==> src/rtl/fetch_unit_pkg.sv <==
// Shared definitions for the microcontroller core: fetch state encoding,
// opcode field layout and the halt opcode value.
package uc_pkg;

  // Fetch sequencer states
  typedef enum logic [2:0] {
    IDLE,
    FETCH,
    CAPTURE,
    ISSUE,
    HALT
  } fetch_state_t;

  // Opcode occupies the top OPCODE_WIDTH bits of the instruction word
  localparam int unsigned OPCODE_WIDTH = 4;

  // Opcode that stops the fetch sequencer after it has been delivered
  localparam logic [OPCODE_WIDTH-1:0] HALT_OPCODE = 4'hF;

endpackage : uc_pkg

==> src/rtl/fetch_unit_if.sv <==
// Program-memory read port and decoder valid/ready handshake of the fetch unit.
interface fetch_unit_if #(
  parameter int unsigned ADDR_WIDTH  = 8,
  parameter int unsigned INSTR_WIDTH = 16
);

  logic                   imem_en;
  logic [ADDR_WIDTH-1:0]  imem_addr;
  logic [INSTR_WIDTH-1:0] imem_rdata;
  logic [INSTR_WIDTH-1:0] ir;
  logic [ADDR_WIDTH-1:0]  ir_pc;
  logic                   ir_valid;
  logic                   ir_ready;

  // Fetch unit side: issues reads, offers instructions
  modport master (
    output imem_en,
    output imem_addr,
    input  imem_rdata,
    output ir,
    output ir_pc,
    output ir_valid,
    input  ir_ready
  );

  // Memory/decoder side: returns data, accepts instructions
  modport slave (
    input  imem_en,
    input  imem_addr,
    output imem_rdata,
    input  ir,
    input  ir_pc,
    input  ir_valid,
    output ir_ready
  );

endinterface : fetch_unit_if

==> src/rtl/fetch_unit.sv <==
// Instruction fetch sequencer: steers the program counter, reads program
// memory, holds the instruction register and offers it to the decoder.
module fetch_unit #(
  parameter int unsigned ADDR_WIDTH  = 8,
  parameter int unsigned INSTR_WIDTH = 16,
  parameter logic [uc_pkg::OPCODE_WIDTH-1:0] HALT_OPCODE = uc_pkg::HALT_OPCODE
) (
  input  logic                  clk,
  input  logic                  arst_n,
  input  logic [ADDR_WIDTH-1:0] pc_out,
  output logic                  pc_inc,
  output logic                  pc_load,
  output logic [ADDR_WIDTH-1:0] pc_next,
  input  logic                  br_valid,
  input  logic [ADDR_WIDTH-1:0] br_target,
  input  logic                  resume,
  output logic                  halted,
  fetch_unit_if.master          bus
);

  import uc_pkg::*;

  fetch_state_t          state;
  fetch_state_t          state_next;
  logic [ADDR_WIDTH-1:0] fetch_pc;
  logic                  br;
  logic                  is_halt_op;

  // A redirect is ignored while reset is held so every output sits at its reset value
  assign br         = br_valid & arst_n;
  assign is_halt_op = (bus.ir[INSTR_WIDTH-1 -: OPCODE_WIDTH] == HALT_OPCODE);

  // State register
  always_ff @(posedge clk or negedge arst_n) begin
    if (!arst_n) begin
      state <= IDLE;
    end else begin
      state <= state_next;
    end
  end

  // Next-state logic; a branch redirects to FETCH from every state
  always_comb begin
    state_next = state;
    if (br) begin
      state_next = FETCH;
    end else begin
      unique case (state)
        IDLE:    state_next = FETCH;
        FETCH:   state_next = CAPTURE;
        CAPTURE: state_next = ISSUE;
        ISSUE: begin
          if (bus.ir_ready) begin
            state_next = is_halt_op ? HALT : FETCH;
          end
        end
        HALT: begin
          if (resume) begin
            state_next = FETCH;
          end
        end
        default: state_next = IDLE;
      endcase
    end
  end

  // Output logic; a branch overrides the increment and the memory read
  always_comb begin
    pc_inc        = 1'b0;
    pc_load       = br;
    pc_next       = br ? br_target : '0;
    bus.imem_en   = 1'b0;
    bus.imem_addr = pc_out;
    halted        = (state == HALT);
    if (state == FETCH && !br) begin
      pc_inc      = 1'b1;
      bus.imem_en = 1'b1;
    end
  end

  // Fetch address, instruction register and its valid flag
  always_ff @(posedge clk or negedge arst_n) begin
    if (!arst_n) begin
      fetch_pc     <= '0;
      bus.ir       <= '0;
      bus.ir_pc    <= '0;
      bus.ir_valid <= 1'b0;
    end else begin
      unique case (state)
        FETCH: begin
          if (!br) begin
            fetch_pc <= pc_out;
          end
        end
        CAPTURE: begin
          if (!br) begin
            bus.ir       <= bus.imem_rdata;
            bus.ir_pc    <= fetch_pc;
            bus.ir_valid <= 1'b1;
          end
        end
        ISSUE: begin
          if (br || bus.ir_ready) begin
            bus.ir_valid <= 1'b0;
          end
        end
        default: ;
      endcase
    end
  end

endmodule : fetch_unit

==> src/flat_wrapper.sv <==
// flat-port wrapper written by rule: the top's interface ports become plain ports
module fetch_unit_flat import uc_pkg::*;
#(
  parameter int unsigned ADDR_WIDTH  = 8,
  parameter int unsigned INSTR_WIDTH = 16,
  parameter logic [uc_pkg::OPCODE_WIDTH-1:0] HALT_OPCODE = uc_pkg::HALT_OPCODE
)
  (clk, arst_n, pc_out, pc_inc, pc_load, pc_next, br_valid, br_target, resume, halted, bus_imem_en, bus_imem_addr, bus_imem_rdata, bus_ir, bus_ir_pc, bus_ir_valid, bus_ir_ready);
  fetch_unit_if #(.ADDR_WIDTH(ADDR_WIDTH), .INSTR_WIDTH(INSTR_WIDTH)) bus_i ();
  input  logic clk;
  input  logic arst_n;
  input  logic [ADDR_WIDTH-1:0] pc_out;
  output logic pc_inc;
  output logic pc_load;
  output logic [ADDR_WIDTH-1:0] pc_next;
  input  logic br_valid;
  input  logic [ADDR_WIDTH-1:0] br_target;
  input  logic resume;
  output logic halted;
  output wire logic [$bits(bus_i.imem_en)-1:0] bus_imem_en;
  output wire logic [$bits(bus_i.imem_addr)-1:0] bus_imem_addr;
  input wire logic [$bits(bus_i.imem_rdata)-1:0] bus_imem_rdata;
  output wire logic [$bits(bus_i.ir)-1:0] bus_ir;
  output wire logic [$bits(bus_i.ir_pc)-1:0] bus_ir_pc;
  output wire logic [$bits(bus_i.ir_valid)-1:0] bus_ir_valid;
  input wire logic [$bits(bus_i.ir_ready)-1:0] bus_ir_ready;
  assign bus_imem_en = bus_i.imem_en;
  assign bus_imem_addr = bus_i.imem_addr;
  assign bus_i.imem_rdata = bus_imem_rdata;
  assign bus_ir = bus_i.ir;
  assign bus_ir_pc = bus_i.ir_pc;
  assign bus_ir_valid = bus_i.ir_valid;
  assign bus_i.ir_ready = bus_ir_ready;
  fetch_unit #(.ADDR_WIDTH(ADDR_WIDTH), .INSTR_WIDTH(INSTR_WIDTH), .HALT_OPCODE(HALT_OPCODE)) u_core (.clk(clk), .arst_n(arst_n), .pc_out(pc_out), .pc_inc(pc_inc), .pc_load(pc_load), .pc_next(pc_next), .br_valid(br_valid), .br_target(br_target), .resume(resume), .halted(halted), .bus(bus_i));
endmodule
==> config.mk <==
export PLATFORM = sky130hd
export DESIGN_NAME = fetch_unit_flat
export DESIGN_NICKNAME = d
export VERILOG_FILES = /design/src/rtl/fetch_unit_pkg.sv /design/src/rtl/fetch_unit_if.sv /design/src/rtl/fetch_unit.sv /design/src/flat_wrapper.sv
export SDC_FILE = /design/constraint.sdc
export NUM_CORES = 1
export LEC_CHECK = 0
export ABC_AREA = 1
export ABC_CLOCK_PERIOD_IN_PS = 1300
export BUFFER_PORTS_ARGS = -buffer_cell sky130_fd_sc_hd__buf_2
export CAP_MARGIN = 10
export CORE_MARGIN = 2
export CORE_UTILIZATION = 41
export DETAILED_ROUTE_END_ITERATION = 8
export PLACE_DENSITY = 0.75
export SKIP_LAST_GASP = 1
export SYNTH_ARGS = -nofsm -noshare
export SYNTH_HDL_FRONTEND = slang
export SYNTH_SLANG_ARGS = --single-unit
==> constraint.sdc <==
create_clock -name clk -period 1.3 [get_ports clk]
set_clock_uncertainty 0.15 [all_clocks]
set_input_delay 0.13 -clock clk [delete_from_list [all_inputs] [get_ports clk]]
set_output_delay 0.13 -clock clk [all_outputs]
set_load 0.005 [all_outputs]
======== Word-level counts from Yosys, hierarchy flattened ========
Cells that the tools add are included.
Widths: inputs -> output; s select.
storage, ports and cells
  bits in latches ......................... 0
  memory bits (writable) .................. 0
  register bits ........................... 36
  memories ................................ 0
  memory bits (read-only) ................. 0
  word-level logic and storage cells ...... 35
  output and inout port bits .............. 45
cells by class
  bitwise logic cells ..................... 2
  add/sub/neg operators ................... 0
  equal/unequal tests ..................... 9
  reductions and logical operators ........ 9
  div/mod/pow operators ................... 0
  shift-type cells ........................ 0
  multiply operators ...................... 0
  $lt $le $gt $ge ......................... 0
  multiplexer cells ....................... 10
operators with widths
  operator            count
  $pmux 3 s5          1
  $mux 3              4
  $mux 8              1
  $eq 3x2->1 const B  2
  $ne 3x2->1 const B  2
  $reduce_and 2->1    3
  $eq 4x4->1 const B  1
  $eq 3x1->1 const B  1
  $eq 3x3->1 const B  1
  $logic_not 3->1     1
  $mux 1              3
  $reduce_and 3->1    1
  $ne 2x1->1 const B  1
  $ne 2x2->1 const B  1
  $pmux 1 s2          1
  $reduce_bool 2->1   1
  $and 1x1->1         1
  $logic_and 1x1->1   1
  $logic_not 1->1     1
  $logic_or 1x1->1    1
  $not 1->1           1

======== Logic depth before layout (Yosys ltp) ========
Gate-level depths: netlist of run 1.
  depth in word-level cells ............... 5
  depth in mapped cells ................... 7
  mapped depth without buffers ............ 7

======== Worst setup path after synthesis of run 1 ========
Ideal clock, no wire load.
  kind .................................... register to output
  start ................................... register u_core.state[0]
  end ..................................... output port pc_inc
  slack ................................... -0.014 ns
  stages on the path, launching flop included .. 6
  data arrival time ....................... 1.034 ns
  path buffers ............................ 1
  required time ........................... 1.020 ns
  cells stage by stage .................... dfrtp_1 inv_1 nor2_1 nand3_2 clkinv_1 buf_4
between the ends
  word-level cells in the longest chain between the ends .. 3
RTL lines
  what                      RTL line            source
  start: declaration        fetch_unit.sv:23    fetch_state_t state;
  start signal: assignment  fetch_unit.sv:38    state <= state_next;
  $eq 3x1->1                fetch_unit.sv:75    if (state == FETCH && !br) begin
  $logic_and 1x1->1         fetch_unit.sv:75
  $mux 1                    -
  end: declaration          flat_wrapper.sv:13  output logic pc_inc;
Every way passes these cells.

======== Final worst setup path of run 1 ========
  start ................................... register u_core.state[0]
  end ..................................... register u_core.bus.ir[14]
between the ends
  word-level cells in the longest chain between the ends .. 2
RTL lines
  what                               RTL line             source
  $eq 3x2->1                         fetch_unit.sv:89     unique case (state)
  $reduce_and 2->1 (no source line)  -
  end signal: assignment             fetch_unit.sv:97     bus.ir <= bus.imem_rdata;
  end: declaration                   fetch_unit_if.sv:20  output ir,
Every way passes these cells.
A chain may end at the register's enable or synchronous reset.

==> run summary, run 1 <==
Status - finished with violations
Failing checks - negative setup slack
Synthesized area per cell - 8.15 um^2
Layout cells sized above 1 - 39.0%
Total of warnings raised by yosys - 0
Final Hold Fails - 0
Total power - 5020 uW
Post-layout min period - 1.46 ns
Most frequent cells after synthesis - nand2_1, dfrtp_1, inv_1, nor2_1, buf_4
Most frequently used flop master after synthesis - dfrtp_1
Drt wl/cell - 11.7 um
Vias in the first global route - 1575
Non-Filler Instances - 366
CP Class - flip-flop to flip-flop
Post-synth EDFFs - 0
Final WS setup - -0.155 ns
Slew Limit Fails - 0
Chip Width - 67.0 um
Combinational Power Share - 42.5%
Worst EP arrival - 1.48 ns
Longest Clk Path Bufs - 2
Slew margin rel. - 70.8%
Clock transition at path regs - 0.07 ns
Distinct cells, synth - 17
Port Buffers - 81
Remaining antenna violation count after routing - 0
DRC viols - 0
Slowest CP cell - dfrtp_1
Final worst-path cycle share - 112%
Worst setup SP type - flip-flop
Initial Util - 43.5%
Area contributors post-synth - dfrtp_1, nand2_1, buf_4
Vias/cell - 4.36
CP Max Fanout - 13
Area grow syn2layout - 58.4%
Largest net degree at the start of global routing - 37
Vias - 1597
Core area - 3740 um^2
HPWL after DPL - 2650 um
I/O pins - 82
CP required - 1.32 ns
Count leader, synth - nand2_1
Clock sink count - 36
Yosys reg bits - 36
Net Sw Frac - 35.4%
Critical Path Most Common Cell - nand2_1
Post-synth top area cell - dfrtp_1
Initial antenna violation count - 0
CTS tree - done
Async SR Flop Fraction - 100%
Gpl congestion - 0.879
Reg power frac - 38.7%
Gr usage total - 20.1%
Reported net switching power - 1780 uW
Maxcap violations - 0
First-pass GRT wire length - 6740 um
Synth top area share - 55.3%
Static Leakage - 0.00151 uW
Peak supply drop - 1.35 mV
N_diodes - 0
Power density over the cells - 1950 nW/um^2
Placed instance area - 2040 um^2
Post-Layout Inst Area - 2580 um^2
Post-Syn Nets - 237
Die ar. - 4490 um^2
Number of H-tree levels - 2
Min-delay worst type - input port to flip-flop
Max Clk Rate - 687 MHz
Placement Setup Slack - -0.00344 ns
Nets@finish - 354
Worst skew pair latency - 0.28 ns
Worst-Margin Slew - 0.438 ns
Clock Tree Root - clkbuf_8
Endpoints failing setup - 39
Placed instance count - 323
Cells after Synth - 200
First-pass DRT Iterations - 4
Setup TNS - -4.14 ns
Post-Syn Area - 1630 um^2
RSZ-0062 raised after global routing - true
Total CTS buffers - 5
Die Ht - 67.0 um
GR Overflow Total - 0
Post-synthesis sequential area ratio - 55.3%
CP max stage delay - 0.41 ns
DRT Wirelength - 4290 um
Crit-path cells - inv_2 > buf_4 > nand3_4 > nor2_8 > buf_12 > inv_8 > nand2_1 > nand2_1
Num rows - 22
1st-iter DRT viols - 69
CP endpoint kind - flip-flop
Clock network fraction of total power - 18.8%
Int Power - 3240 uW
## registers in the layout, indices dropped and copies added, names as in the netlist
signal / cells
u_core.state: 3
u_core.bus.ir: 16
u_core.bus.ir_pc: 8
u_core.fetch_pc: 8
u_core.bus.ir_valid: 1
## worst max-delay path: cells and delay by family, from the launching register on
family,cells,cell delay [ns]
buffers and inverters,4,0.43
AND/OR/NAND/NOR,4,0.33
flip-flops,1,0.41
## layout make-up
| class | instances | area [um^2] |
|---|---|---|
| tap | 48 | 60.1 |
| timing repair buffer | 123 | 833 |
| multi-input combinational | 130 | 577 |
| inverter | 20 | 90.1 |
| clock inverter | 2 | 35.0 |
| timing repair inverter | 1 | 11.3 |
| sequential | 36 | 901 |
| clock buffer | 6 | 72.6 |
| fill | 310 | 1160 |
## final timing paths
kind | end | slack [ns] | cells after the start | startpoint
hold / removal | u_core.state[2] | 0.04 | 4 | resume
max in group asynchronous | u_core.fetch_pc[7] | 0.36 | 3 | arst_n
setup / recovery | u_core.bus.ir[14] | -0.16 | 8 | u_core.state[0]
setup reg to reg | u_core.bus.ir[14] | -0.16 | 8 | u_core.state[0]
min in group asynchronous | u_core.bus.ir_pc[7] | 0.33 | 3 | arst_n
hold reg to reg | u_core.bus.ir[10] | 0.32 | 2 | u_core.bus.ir[10]
## repair_timing
item | CTS | global route
resized for setup | 13 | 18
pin swaps | 1 | 5
hold buffers | 25 | 0
gates cloned | 3 | 0
setup buffers | 7 | 0
setup endpoints to repair | 18 | 39
endpoints found under the hold margin | 60 | 0
## metrics by stage
step	util, %	hold slack, ns
after global placement	54.4	0.114
after detailed placement	54.4	0.106
after global routing	68.9	0.0723
after floorplan	-	-0.316
final	68.9	0.0434
after CTS	67.3	0.0458
## logic make-up after synthesis
logic type	share of synthesized area, %
and+or+nand+nor	31.9
DFF	55.3
buffers and inverters	12.1
AOI/OAI and AO/OA	0.691
## metal layers
layer,track usage (%),vias to the layer above,wire length (um)
met5,0,-,0
met4,5.36,0,0
met3,6.42,0,272
met2,33.9,51,2190
met1,24.8,725,1830
li1,-,821,-
## power groups by stage
stage | Combinational (uW) | Clock (uW) | Sequential (uW)
floorplan | 952 | 0 | 1930
global placement | 1600 | 0 | 1940
detailed placement | 1640 | 0 | 1940
CTS | 1970 | 967 | 1920
global route | 2400 | 1020 | 2000
finish | 2130 | 942 | 1940
## cells in the final DEF (no fill, tap or decap), drive strengths merged
| master | Yosys | final |
|---|---|---|
| nand2 | 103 | 103 |
| buf | 14 | 98 |
| dfrtp | 36 | 36 |
| dlygate4sd3 | 0 | 25 |
| inv | 19 | 20 |
| nor2 | 18 | 18 |
| clkbuf | 0 | 6 |
| nand3 | 6 | 6 |
| clkinv | 1 | 2 |
| nand4 | 1 | 1 |
| o22ai | 1 | 1 |
| a21oi | 1 | 1 |
| bufinv | 0 | 1 |
Power figures use the tool's default switching activity.
==> inputs of run 2 (changes only) <==
Settings changed: SETUP_SLACK_MARGIN set to 0.02.
==> run 2 against run 1 <==
Against the previous run: critical endpoint is now u_core.bus.ir[6]; clock power down 24%; the run still ends with negative setup slack left; routed wire length shrank 0.40%; sequential power about the same; global-route usage rose by 0.78 points; first-iteration DRC count down 42%.
==> run summary, run 2 (same netlist as run 1, synthesis figures left out) <==
Status - finished with violations (unchanged)
Failing checks - negative setup slack (unchanged)
Worst reg2reg startpoint - u_core.state[2] (was u_core.state[0])
Worst setup SP type - flip-flop (unchanged)
Crit-path cells - buf_6 > inv_4 > nand3_4 > nor2_8 > buf_12 > buf_8 > nand2_1 > nand2_1 (was inv_2 > buf_4 > nand3_4 > nor2_8 > buf_12 > inv_8 > nand2_1 > nand2_1)
Worst-Margin Slew - 0.443 ns (was 0.438 ns)
Layout cells sized above 1 - 44.2% (was 39.0%)
Non-Filler Instances - 367 (was 366)
Register area - 901 um^2 (unchanged)
I/O pins - 82 (unchanged)
Clock transition at path regs - 0.07 ns (about the same)
Slew Limit Fails - 0 (unchanged)
Nets@finish - 356 (was 354)
Num rows - 22 (unchanged)
Port Buffers - 81 (unchanged)
CP endpoint kind - flip-flop (unchanged)
CP max stage delay - 0.41 ns (about the same)
Die Ht - 67.0 um (unchanged)
Maxcap violations - 0 (unchanged)
Final Hold Fails - 0 (unchanged)
Remaining antenna violation count after routing - 0 (unchanged)
Endpoints failing setup - 37 (was 39)
Biggest register - u_core.bus.ir (unchanged)
Hold Path Depth - 4 (unchanged)
Slowest CP cell - dfrtp_1 (unchanged)
FF-to-FF setup slack - -0.17 ns (was -0.16 ns)
RSZ-0062 raised after global routing - true (unchanged)
Longest Clk Path Bufs - 2 (unchanged)
HP Start - resume (unchanged)
Vias in the first global route - 1655 (was 1575)
Top flop regs - u_core.bus.ir (16), u_core.bus.ir_pc (8), u_core.fetch_pc (8) (unchanged)
Largest net degree at the start of global routing - 37 (unchanged)
Vias - 1607 (was 1597)
N_diodes - 0 (unchanged)
Clock sink count - 36 (unchanged)
Gr usage total - 20.9% (was 20.1%)
FF-to-FF End - u_core.bus.ir[6] (was u_core.bus.ir[14])
Hold WS - 0.0597 ns (was 0.0434 ns)
Number of H-tree levels - 2 (unchanged)
Chip Width - 67.0 um (unchanged)
Worst path bufs/invs - 4 (unchanged)
Power density over the cells - 1880 nW/um^2 (was 1950 nW/um^2)
Area grow syn2layout - 61.3% (was 58.4%)
Worst R2R Path Depth - 8 (unchanged)
Max Clk Rate - 681 MHz (was 687 MHz)
Initial antenna violation count - 0 (unchanged)
Vias/cell - 4.38 (was 4.36)
Cell family with most CP delay - buffers and inverters (unchanged)
CP Max Fanout - 4 (was 13)
Final WS setup - -0.169 ns (was -0.155 ns)
Post-layout min period - 1.47 ns (was 1.46 ns)
DRC viols - 0 (unchanged)
HPWL after DPL - 2610 um (was 2650 um)
Area occupied by multi-input gates - 601 um^2 (was 577 um^2)
Peak supply drop - 1.27 mV (was 1.35 mV)
Most frequent cells in the layout - nand2_1, buf_2, dfrtp_1 (unchanged)
Final worst-path cycle share - 113% (was 112%)
# fillers - 288 (was 310)
Clock Tree Root - clkbuf_8 (unchanged)
Die ar. - 4490 um^2 (unchanged)
Static Leakage - 0.00153 uW (was 0.00151 uW)
1st-iter DRT viols - 40 (was 69)
Critical Path Most Common Cell - nand2_1 (unchanged)
Slew margin rel. - 70.5% (was 70.8%)
First-pass DRT Iterations - 4 (unchanged)
Worst EP arrival - 1.54 ns (was 1.48 ns)
Placed instance count - 322 (was 323)
CP required - 1.37 ns (was 1.32 ns)
Worst skew pair latency - 0.28 ns (about the same)
Initial Util - 43.5% (unchanged)
Core area - 3740 um^2 (unchanged)
Hold Path Sink - u_core.state[2] (unchanged)
CP Class - flip-flop to flip-flop (unchanged)
CTS tree - done (unchanged)
Min-delay worst type - input port to flip-flop (unchanged)
DRT Wirelength - 4270 um (was 4290 um)
Total CTS buffers - 5 (unchanged)
GR Overflow Total - 0 (unchanged)
Gpl congestion - 0.796 (was 0.879)
Drt wl/cell - 11.6 um (was 11.7 um)
Largest register FFs - 16 (unchanged)
First-pass GRT wire length - 7020 um (was 6740 um)
[run 2: changes by cell type in the layout (fill, tap and decap cells not counted), sizes merged]
cell / before / now
bufinv: 1 / 0
buf: 98 / 100
[run 2: layout make-up]
| type | count | share of cell area [%] |
|---|---|---|
| flip-flops and latches | 36 | 34.3 |
| repair buffers | 125 | 33.8 |
| multi-input cells | 130 | 22.9 |
| inverters | 20 | 3.43 |
| clock buffers | 6 | 2.76 |
| well taps | 48 | 2.29 |
| repair inverters | 1 | 0.429 |
| clock inverters | 1 | 0.190 |
[run 2: metal layers]
metal | vias up | track usage [%] | part of all wire (%)
li1 | 822 | - | -
met1 | 731 | 24.5 | 40
met2 | 48 | 37.5 | 53
met3 | 6 | 5.57 | 5.6
met4 | 0 | 5.36 | 1.0
met5 | - | 0 | 0
[run 2: report_power, final]
part | switching [uW] | internal [uW]
logic | 1110 | 1170
registers | 314 | 1630
clock network | 355 | 364
total | 1780 | 3170
[run 2: timing repair]
item,in CTS,in global routing
hold endpoints to repair,60,0
gates cloned,3,0
hold buffers,25,0
resized for setup,12,28
setup endpoints to repair,32,39
pin swaps,4,16
setup buffers,9,1
[run 2: per-stage QoR]
step | total power (uW) | area [um^2] | util (%) | setup TNS (ns) | setup slack (ns)
global route | 5370 | 2630 | 70.2 | -6.49 | -0.215
floorplan | 2910 | 1640 | - | 0 | 0.00636
detailed placement | 3610 | 2050 | 54.8 | -0.0331 | -0.00728
CTS | 4780 | 2550 | 68.0 | -3.35 | -0.142
finish | 4950 | 2630 | 70.2 | -4.23 | -0.169
global placement | 3560 | 2050 | 54.8 | 0 | 0.0402
[run 2: how the worst max path moves through the flow]
stage,from,end,slack (ns),depth (start not counted)
2_1_floorplan,u_core.state[2],u_core.bus.ir[12],0.006,7
3_3_place_gp,u_core.state[2],u_core.bus.ir[0],0.04,6
3_5_place_dp,u_core.state[2],u_core.bus.ir[3],-0.007,6
4_1_cts,u_core.state[0],bus_imem_en,-0.14,5
5_1_grt,u_core.state[2],u_core.bus.ir[6],-0.21,8
6_report,u_core.state[2],u_core.bus.ir[6],-0.17,8
[run 2: worst reg2reg max path, cell delays in order (launching register included)]
cell and delay (ns):
dfrtp_1 0.41, buf_6 0.14, inv_4 0.05, nand3_4 0.10, nor2_8 0.18, buf_12 0.14, buf_8 0.11, nand2_1 0.06
nand2_1 0.07
